===== src/rtl/logic_stream_unit.sv =====
// Purpose : registered bitwise logic unit (OR/AND/XOR/NOR) with a multi-beat
//           OR/XOR accumulate mode, valid/ready on both sides.
// Latency : 1 cycle from the accepting edge to out_valid; beats that only fold
//           into a running accumulation produce no output.
// Backpr. : single output register; in_ready = !out_valid || out_ready, so a
//           stalled result freezes the accumulator, the FSM and the outputs.
//
// Ports:
//   clk, rst_n                 clock, asynchronous active-low reset
//   in_valid / in_ready        operand beat handshake
//   a, b [WIDTH]               operands
//   op [3]                     0 OR, 1 AND, 2 XOR, 3 NOR, 4 ACC_OR, 5 ACC_XOR,
//                              6-7 illegal
//   last                       closes an accumulate transaction
//   out_valid / out_ready      result handshake
//   y [WIDTH], y_any           result and its reduction-OR
//   y_cnt [CNT_W]              beats folded into this result (saturating)
//   err                        result came from an illegal op
module logic_stream_unit #(
  parameter int WIDTH = 8,
  parameter int CNT_W = 8
) (
  input  logic             clk,
  input  logic             rst_n,
  input  logic             in_valid,
  output logic             in_ready,
  input  logic [WIDTH-1:0] a,
  input  logic [WIDTH-1:0] b,
  input  logic [2:0]       op,
  input  logic             last,
  output logic             out_valid,
  input  logic             out_ready,
  output logic [WIDTH-1:0] y,
  output logic             y_any,
  output logic [CNT_W-1:0] y_cnt,
  output logic             err
);

  localparam logic [2:0] OP_OR      = 3'd0;
  localparam logic [2:0] OP_AND     = 3'd1;
  localparam logic [2:0] OP_XOR     = 3'd2;
  localparam logic [2:0] OP_NOR     = 3'd3;
  localparam logic [2:0] OP_ACC_OR  = 3'd4;
  localparam logic [2:0] OP_ACC_XOR = 3'd5;

  typedef enum logic {
    ST_IDLE  = 1'b0,
    ST_ACCUM = 1'b1
  } state_t;

  // Everything the output register carries travels together.
  typedef struct packed {
    logic [WIDTH-1:0] y;
    logic [CNT_W-1:0] cnt;
    logic             err;
  } res_t;

  state_t           state_q,     state_d;
  logic [WIDTH-1:0] acc_q,       acc_d;
  logic             acc_xor_q,   acc_xor_d;   // 1: XOR accumulation, 0: OR
  logic [CNT_W-1:0] cnt_q,       cnt_d;
  logic             out_valid_q, out_valid_d;
  res_t             res_q,       res_d;

  logic             accept;
  logic             produce;
  res_t             res_new;
  logic [WIDTH-1:0] pair_or;
  logic [WIDTH-1:0] pair_xor;
  logic [WIDTH-1:0] fold;
  logic [CNT_W-1:0] cnt_inc;

  assign in_ready = !out_valid_q || out_ready;
  assign accept   = in_valid && in_ready;

  assign pair_or  = a | b;
  assign pair_xor = a ^ b;
  // In ACCUM the latched op decides the fold; the op input is ignored.
  assign fold     = acc_xor_q ? (acc_q ^ pair_xor) : (acc_q | pair_or);
  // Count sticks at all-ones rather than wrapping.
  assign cnt_inc  = (&cnt_q) ? cnt_q : cnt_q + CNT_W'(1);

  always_comb begin
    state_d     = state_q;
    acc_d       = acc_q;
    acc_xor_d   = acc_xor_q;
    cnt_d       = cnt_q;
    out_valid_d = out_valid_q;
    res_d       = res_q;
    produce     = 1'b0;
    res_new     = '0;

    if (accept) begin
      case (state_q)
        ST_IDLE: begin
          case (op)
            OP_OR, OP_AND, OP_XOR, OP_NOR: begin
              produce     = 1'b1;
              res_new.cnt = CNT_W'(1);
              case (op)
                OP_OR:   res_new.y = pair_or;
                OP_AND:  res_new.y = a & b;
                OP_XOR:  res_new.y = pair_xor;
                default: res_new.y = ~pair_or;
              endcase
            end
            OP_ACC_OR, OP_ACC_XOR: begin
              if (last) begin
                // Single-beat transaction: never enters ACCUM.
                produce     = 1'b1;
                res_new.y   = (op == OP_ACC_XOR) ? pair_xor : pair_or;
                res_new.cnt = CNT_W'(1);
              end else begin
                acc_d     = (op == OP_ACC_XOR) ? pair_xor : pair_or;
                acc_xor_d = (op == OP_ACC_XOR);
                cnt_d     = CNT_W'(1);
                state_d   = ST_ACCUM;
              end
            end
            default: begin
              // Illegal op: flagged zero result, FSM untouched.
              produce     = 1'b1;
              res_new.y   = '0;
              res_new.cnt = CNT_W'(1);
              res_new.err = 1'b1;
            end
          endcase
        end
        default: begin // ST_ACCUM
          if (last) begin
            produce     = 1'b1;
            res_new.y   = fold;
            res_new.cnt = cnt_inc;
            acc_d       = '0;
            cnt_d       = '0;
            state_d     = ST_IDLE;
          end else begin
            acc_d = fold;
            cnt_d = cnt_inc;
          end
        end
      endcase
    end

    // Drain first, then a new result (if any) overrides: drain+load keeps
    // out_valid high with no bubble.
    if (out_valid_q && out_ready) begin
      out_valid_d = 1'b0;
    end
    if (produce) begin
      out_valid_d = 1'b1;
      res_d       = res_new;
    end
  end

  always_ff @(posedge clk or negedge rst_n) begin
    if (!rst_n) begin
      state_q     <= ST_IDLE;
      acc_q       <= '0;
      acc_xor_q   <= 1'b0;
      cnt_q       <= '0;
      out_valid_q <= 1'b0;
      res_q       <= '0;
    end else begin
      state_q     <= state_d;
      acc_q       <= acc_d;
      acc_xor_q   <= acc_xor_d;
      cnt_q       <= cnt_d;
      out_valid_q <= out_valid_d;
      res_q       <= res_d;
    end
  end

  assign out_valid = out_valid_q;
  assign y         = res_q.y;
  assign y_cnt     = res_q.cnt;
  assign err       = res_q.err;
  assign y_any     = |res_q.y;

endmodule


===== config.mk =====
export PLATFORM = sky130hd
export DESIGN_NAME = logic_stream_unit
export DESIGN_NICKNAME = d
export VERILOG_FILES = /design/src/rtl/logic_stream_unit.sv
export SDC_FILE = /design/constraint.sdc
export NUM_CORES = 1
export LEC_CHECK = 0
export CAP_MARGIN = 0
export CELL_PAD_IN_SITES_DETAIL_PLACEMENT = 1
export CELL_PAD_IN_SITES_GLOBAL_PLACEMENT = 1
export CORE_MARGIN = 2
export CORE_UTILIZATION = 41
export CTS_CLUSTER_DIAMETER = 200
export CTS_CLUSTER_SIZE = 40
export DETAILED_ROUTE_END_ITERATION = 8
export PLACE_DENSITY_LB_ADDON = 0.1
export SLEW_MARGIN = 20
export SYNTH_ARGS = -nofsm -noshare
export SYNTH_HDL_FRONTEND = slang
export SYNTH_SLANG_ARGS = --single-unit

===== constraint.sdc =====
create_clock -name clk -period 3.3 [get_ports clk]
set_input_delay 0.495 -clock clk [delete_from_list [all_inputs] [get_ports clk]]
set_output_delay 0.495 -clock clk [all_outputs]
set_load 0.005 [all_outputs]

==> results_dict.tcl, run 1 <==
set metrics [dict create \
    yosys_warnings 0 \
    die_w_um 85.8 \
    power.static_leakage_nw 1.42 \
    hp-class "input port to async pin" \
    rows 29 \
    gr-usage-all-layers 0.227 \
    cts_tree "built" \
    drt_pass1_iterations 6 \
    initial_core_util 0.427 \
    timing.setup.critical_path_class "input port to register" \
    cts.sinks 36 \
    layout_worst_path_cycle_share 0.680 \
    synth_nets 378 \
    worst_clock_skew_ns 0.00572 \
    slew_viol_final 0 \
    vdd_drop_max_mv 0.206 \
    drc 1 \
    grt_max_degree 37 \
    floorplan.core_area_sq_um 6420 \
    postSynth.asyncResetShare 1.00 \
    synth_seq_cells 36 \
    drt_first_iter_violations 103 \
    slowest_delay_ns 0.85 \
    final_core_utilization 0.520 \
    viasPerCell 5.80 \
    dp.final_hpwl_mm 5.96 \
    rsz0062_at_grt "no" \
    wl_mm 8.01 \
    synth_compound_gate_area_share 0.276 \
    cts_repair_resize_count 0 \
    fill_cells 779 \
    synth_area_sq_um 2750 \
    design.portCount 44 \
    post_route_cells_drive_above_1_share 0.0769 \
    gp_congestion 0.832 \
    cts_buffers 5 \
    critical_path.reg2reg.endpoint "y_cnt[0]" \
    detail_route.wl_per_cell_um 17.6 \
    post_synth_main_area_contributors "sky130_fd_sc_hd__dfrtp_1, sky130_fd_sc_hd__ha_1, sky130_fd_sc_hd__nand2_1" \
    timing.critical_path.fanout_max 18 \
    yosys.area_share.adder 0.0775 \
    cts-hold-fix-buffers 0 \
    r2r.worst_path.cells 5 \
    run_status "complete, but fails checks" \
    setup_viol 0 \
    syn2layout_area_growth_pct 21.6 \
    post-route-worst-setup-slack_ns 1.06 \
    port_buffers 43 \
    clock_tree.buffer_depth 2 \
    xor_and_xnor_fraction_of_the_mapped_netlist_area 0.0319 \
    total_inserted_antenna_cells 0 \
    max-cap-violations 0 \
    synth_seq_area_share 0.328 \
    post_synth_mux_area_share 0.0223 \
    path_delay_family "buffers and inverters" \
    worst-endpoint-required_ns 3.53 \
    synth-simple-area-share 0.198 \
    final_net_count 417 \
    first_global_vias 2669 \
    netlist_top_cells_count "sky130_fd_sc_hd__nand2_1, sky130_fd_sc_hd__dfrtp_1, sky130_fd_sc_hd__o21ai_0" \
    setup_tns_ns 0 \
    critPathBufInv 2 \
    ctsRootBufferMaster "sky130_fd_sc_hd__clkbuf_8" \
    power.density_nw_per_um2 496 \
    worst_setup_path_end_kind "register" \
    antenna_violating_nets_left 0 \
    tightest_slew_ns 0.848 \
    layout_min_cycle_time_ns 2.24 \
    r2r_start "cnt_q[0]" \
    yosys_most_used_dff "sky130_fd_sc_hd__dfrtp_1" \
    violations "DRC" \
    antenna_found_initial 0 \
    critical-path-slowest-cell "sky130_fd_sc_hd__clkdlybuf4s50_1" \
    clkSlewWorstSetupHoldPaths_ns 0.08 \
    die_y_um 85.8 \
    ctsHtreeMaxLevel 2 \
    dr_total_vias 2634 \
    timing.critical_path.arrival_ns 2.47 \
    crit_path_start "op[0]" \
    grt_pass1_wl_mm 13.4 \
    die_area_sq_um 7370 \
    final-hold-violation-count 0 \
    synth_enable_flop_cells 0 \
    overflow 0 \
    top_cell_type_s_share_of_synthesized_area 0.328 \
    yosysUniqueCellTypes 53 \
    cp_cell_sequence "clkdlybuf4s50_1 > buf_4 > nand2b_1 > o22ai_1 > o31ai_1 > a32o_1" \
    yosys.area.top_type "sky130_fd_sc_hd__dfrtp_1" \
    post_cts.repair.setup_buffers 0 \
    synthesis.instances 337 \
    clock.fmax_mhz 446 \
    timing.reg2reg.setup_slack_ns 1.36 \
    start_kind "input port" \
    syn_avg_cell_area_sq_um 8.15 \
    insertion_delay_of_the_later_clocked_pin_in_the_worst_skew_pair_ns 0.30 \
    dominant_combinational_cell_family_by_area_after_synthesis "compound AO/OA/AOI/OAI gates" \
    maxSlewHeadroom 0.435 \
    yosys.cell_count.top_type "sky130_fd_sc_hd__nand2_1" \
    dpl_worst_slack_ns 0.775 \
]
==> worst max path at each step <==
stage                     to  slack (ns)  depth (start not counted)
floorplan               y[6]        1.51                          6
global placement        y[4]        0.81                          6
detailed placement  acc_q[6]        0.78                          6
CTS                     y[1]        1.09                          6
global route        acc_q[5]        0.92                          5
finish                  y[1]        1.06                          6
==> registers in the layout, summed over array words and instances, names as in the netlist <==
register	count
out_valid	1
acc_q	8
cnt_q	8
y_cnt	8
state_q	1
acc_xor_q	1
err	1
y	8
==> through the flow <==
step | cells | cell area (sq um) | hold slack, ns | power [mW]
after global placement | 446 | 3230 | 0.468 | 1.24
final | 454 | 3340 | 0.298 | 1.66
after CTS | 454 | 3340 | 0.320 | 1.67
after detailed placement | 446 | 3230 | 0.474 | 1.27
after floorplan | 337 | 2750 | 0.199 | 1.01
after global routing | 454 | 3340 | 0.346 | 1.77
==> placed cells by master (no fill, tap or decap), types with 3 or more instances in the layout <==
cell type                         netlist  layout
sky130_fd_sc_hd__o31ai_1                5       5
sky130_fd_sc_hd__a211oi_1               8       8
sky130_fd_sc_hd__ha_1                  17      17
sky130_fd_sc_hd__a31oi_1               10      10
sky130_fd_sc_hd__inv_1                 21      21
sky130_fd_sc_hd__or3b_2                 3       3
sky130_fd_sc_hd__dfrtp_1               36      36
sky130_fd_sc_hd__clkdlybuf4s50_1        0      42
sky130_fd_sc_hd__o21ai_0               26      26
sky130_fd_sc_hd__buf_4                  1       8
sky130_fd_sc_hd__o221ai_1               3       3
sky130_fd_sc_hd__mux2i_1                5       5
sky130_fd_sc_hd__or3_1                  3       3
sky130_fd_sc_hd__nand2b_1               8       8
sky130_fd_sc_hd__a32o_1                 6       6
sky130_fd_sc_hd__o21a_1                 4       4
sky130_fd_sc_hd__nand2_1               45      45
sky130_fd_sc_hd__nand3_1               15      15
sky130_fd_sc_hd__o21ai_1                3       3
sky130_fd_sc_hd__a21oi_1               24      24
sky130_fd_sc_hd__xnor2_1                9       9
sky130_fd_sc_hd__a22o_1                 5       5
sky130_fd_sc_hd__nor2_1                24      24
sky130_fd_sc_hd__nor3b_1                3       3
sky130_fd_sc_hd__clkbuf_8               0       5
sky130_fd_sc_hd__o22ai_1                5       5
==> worst reg2reg max path: cells and delay by family, from the launching register on <==
| family | cells | cell delay, ns |
|---|---|---|
| adders and majority gates | 1 | 0.34 |
| AOI/OAI and AO/OA | 1 | 0.11 |
| and+or+nand+nor | 2 | 0.64 |
| DFF | 1 | 0.50 |
| xor gates and xnor gates | 1 | 0.23 |
==> final cells by class <==
cell class | instances | area [sq um] | share of cell area
multi-input combinational | 260 | 1660 | 0.498
inverter | 22 | 82.6 | 0.0247
clock inverter | 3 | 42.5 | 0.0127
timing repair buffer | 51 | 485 | 0.145
tap | 77 | 96.3 | 0.0288
clock buffer | 5 | 68.8 | 0.0206
sequential | 36 | 901 | 0.270
==> cells by family after synthesis <==
logic type,Yosys count
AOI/OAI and AO/OA,113
xor gates and xnor gates,10
adders and majority gates,17
buffers and inverters,41
DFF,36
muxes,6
and+or+nand+nor,114
==> where the power goes <==
group / internal [mW] / leakage [nW] / switching (mW)
clock network: 0.224 / 0.0541 / 0.177
logic: 0.297 / 0.906 / 0.297
registers: 0.538 / 0.463 / 0.122
==> per-layer routing <==
layer  wire (um)  up-vias  track usage
met3         127        8       0.0260
li1            -     1296            -
met5           0        -            0
met2        4090       37        0.406
met1        3670     1293        0.293
met4         128        0       0.0563
(Power assumes the default switching activity.)
==> run 2: changes to the inputs <==
- CORE_UTILIZATION: 41 -> 40
- clock period: 3.3 -> 2.1 ns (I/O delays scaled with it)
==> run 2 against run 1 <==
The run now ends clean. Power rose by 55%. Largest cell class unchanged. Via count grew 4.7%. Final cell count up 6.2%. Non-clock buffer count up 25. Final area is 6.0% higher. Utilization up 0.68 points. Global-route usage grew 0.12 points. Die area up 2.4%.
==> results_dict.tcl, run 2 (synthesized netlist as in run 1, its figures left out) <==
set metrics [dict create \
    overflow 0 \
    layout_common_cells "sky130_fd_sc_hd__nand2_1, sky130_fd_sc_hd__clkdlybuf4s50_1, sky130_fd_sc_hd__dfrtp_1, sky130_fd_sc_hd__buf_4, sky130_fd_sc_hd__o21ai_0" \
    floorplan.core_area_sq_um 6720 \
    initial_core_util 0.409 \
    max-cap-violations 0 \
    layout_min_cycle_time_ns 1.96 \
    timing.setup.critical_path_class "register to register" \
    detail_route.wl_per_cell_um 16.9 \
    fill_cells 803 \
    antenna_found_initial 0 \
    total_inserted_antenna_cells 0 \
    rsz0062_at_grt "no" \
    viasPerCell 5.72 \
    internal_power_mw 1.63 \
    grt_max_degree 37 \
    cts.sinks 36 \
    clock_tree.buffer_depth 2 \
    dr_total_vias 2758 \
    worst_setup_path_end_kind "register" \
    combPwrFrac 0.388 \
    syn2layout_area_growth_pct 28.9 \
    drt_first_iter_violations 70 \
    tightest_slew_ns 0.590 \
    drc 0 \
    cts_repair_resize_count 0 \
    maxSlewHeadroom 0.607 \
    layout_worst_path_cycle_share 0.934 \
    gp_congestion 0.843 \
    critPathBufInv 2 \
    worst_clock_skew_ns 0.00738 \
    path_delay_family "buffers and inverters" \
    clkSlewWorstSetupHoldPaths_ns 0.08 \
    port_buffers 43 \
    ctsHtreeMaxLevel 2 \
    vdd_drop_max_mv 0.261 \
    run_status "complete, no violations" \
    dpl_cell_area_sq_um 3450 \
    power.static_leakage_nw 1.55 \
    die_y_um 86.8 \
    die_w_um 86.8 \
    power.clock.fraction 0.204 \
    timing.critical_path.fanout_max 13 \
    die_area_sq_um 7540 \
    critical-path-slowest-cell "sky130_fd_sc_hd__dfrtp_1" \
    grt_pass1_wl_mm 13.5 \
    stdcell_area_sq_um 3540 \
    hp-class "input port to async pin" \
    final-hold-violation-count 0 \
    post-layout-total-power_mw 2.56 \
    ctsRootBufferMaster "sky130_fd_sc_hd__clkbuf_8" \
    worst-endpoint-required_ns 2.30 \
    power.sequential.fraction 0.407 \
    post_route_cells_drive_above_1_share 0.127 \
    power.density_nw_per_um2 723 \
    timing.critical_path.arrival_ns 2.16 \
    final_common_cell "sky130_fd_sc_hd__nand2_1" \
    netSwitchingFraction 0.362 \
    dp.final_hpwl_mm 6.10 \
    insertion_delay_of_the_later_clocked_pin_in_the_worst_skew_pair_ns 0.29 \
    slowest_delay_ns 0.61 \
    post_cts.repair.setup_buffers 0 \
    setup_viol 0 \
    start_kind "register" \
    cts_buffers 5 \
    drt_pass1_iterations 4 \
    slew_viol_final 0 \
    cts_tree "built" \
    wl_mm 8.16 \
    cp_cell_sequence "clkinv_1 > nor2_2 > buf_4 > a21oi_1 > o21ai_0" \
    design.portCount 44 \
    cts-hold-fix-buffers 0 \
    gr-usage-all-layers 0.229 \
    clock.fmax_mhz 510 \
    antenna_violating_nets_left 0 \
    rows 30 \
    first_global_vias 2784 \
    final_net_count 442 \
    p_switching_mw 0.928 \
]
## run 2: changes by cell type in the layout (fill, tap and decap cells not counted), sizes merged
| cell | change |
|---|---|
| clkinvlp | -1 |
| bufinv | -1 |
| clkbuf | +3 |
| buf | +24 |
| clkdlybuf4s50 | +1 |
| clkinv | -1 |
## run 2: path summary, 6_finish.rpt
check | from | end | slack [ns] | cells past startpoint
max | state_q | acc_q[4] | 0.14 | 5
min | rst_n | acc_q[0] | 0.45 | 2
max reg2reg | state_q | acc_q[4] | 0.14 | 5
min reg2reg | y_cnt[6] | y_cnt[6] | 0.48 | 2
max in group asynchronous | rst_n | y_cnt[0] | 1.29 | 2
min in group clk | y_cnt[6] | y_cnt[6] | 0.48 | 2
## run 2: metal layers
layer | vias to the layer above | part of all wire | global-route usage
met5 | - | 0 | 0
met4 | 0 | 0.012 | 0.0682
met3 | 6 | 0.028 | 0.0257
met2 | 54 | 0.50 | 0.409
met1 | 1362 | 0.46 | 0.287
li1 | 1336 | - | -
## run 2: worst register-to-register path: cells and delay by family, from the launching register on
kind / cells / cell delay (ns)
compound gates: 2 / 0.26
flops: 1 / 0.61
simple gates: 1 / 0.37
buf+inv: 2 / 0.62
## run 2: area by class of cell
type	count	area (sq um)	share of cell area
multi-input combinational	260	1660	0.470
sequential	36	901	0.255
timing repair buffer	76	703	0.199
tap	80	100	0.0283
clock buffer	8	90.1	0.0255
inverter	22	82.6	0.0233
## run 2: power by group through the flow
stage | logic, mW | registers [mW] | clock network [mW]
6_report | 0.995 | 1.04 | 0.524
5_1_grt | 1.11 | 1.06 | 0.559
4_1_cts | 1.00 | 1.04 | 0.536
3_5_place_dp | 0.998 | 1.05 | 0
3_3_place_gp | 0.967 | 1.05 | 0
2_1_floorplan | 0.612 | 0.975 | 0
## run 2: through the flow
stage,hold WS (ns),TNS (ns),util,setup WS (ns),cells
2_1_floorplan,0.0194,0,-,0.410,337
3_3_place_gp,0.461,-0.0348,0.513,-0.0348,474
3_5_place_dp,0.470,-0.137,0.513,-0.137,474
4_1_cts,0.472,0,0.527,0.147,482
5_1_grt,0.512,0,0.527,0.00472,482
6_report,0.452,0,0.527,0.139,482
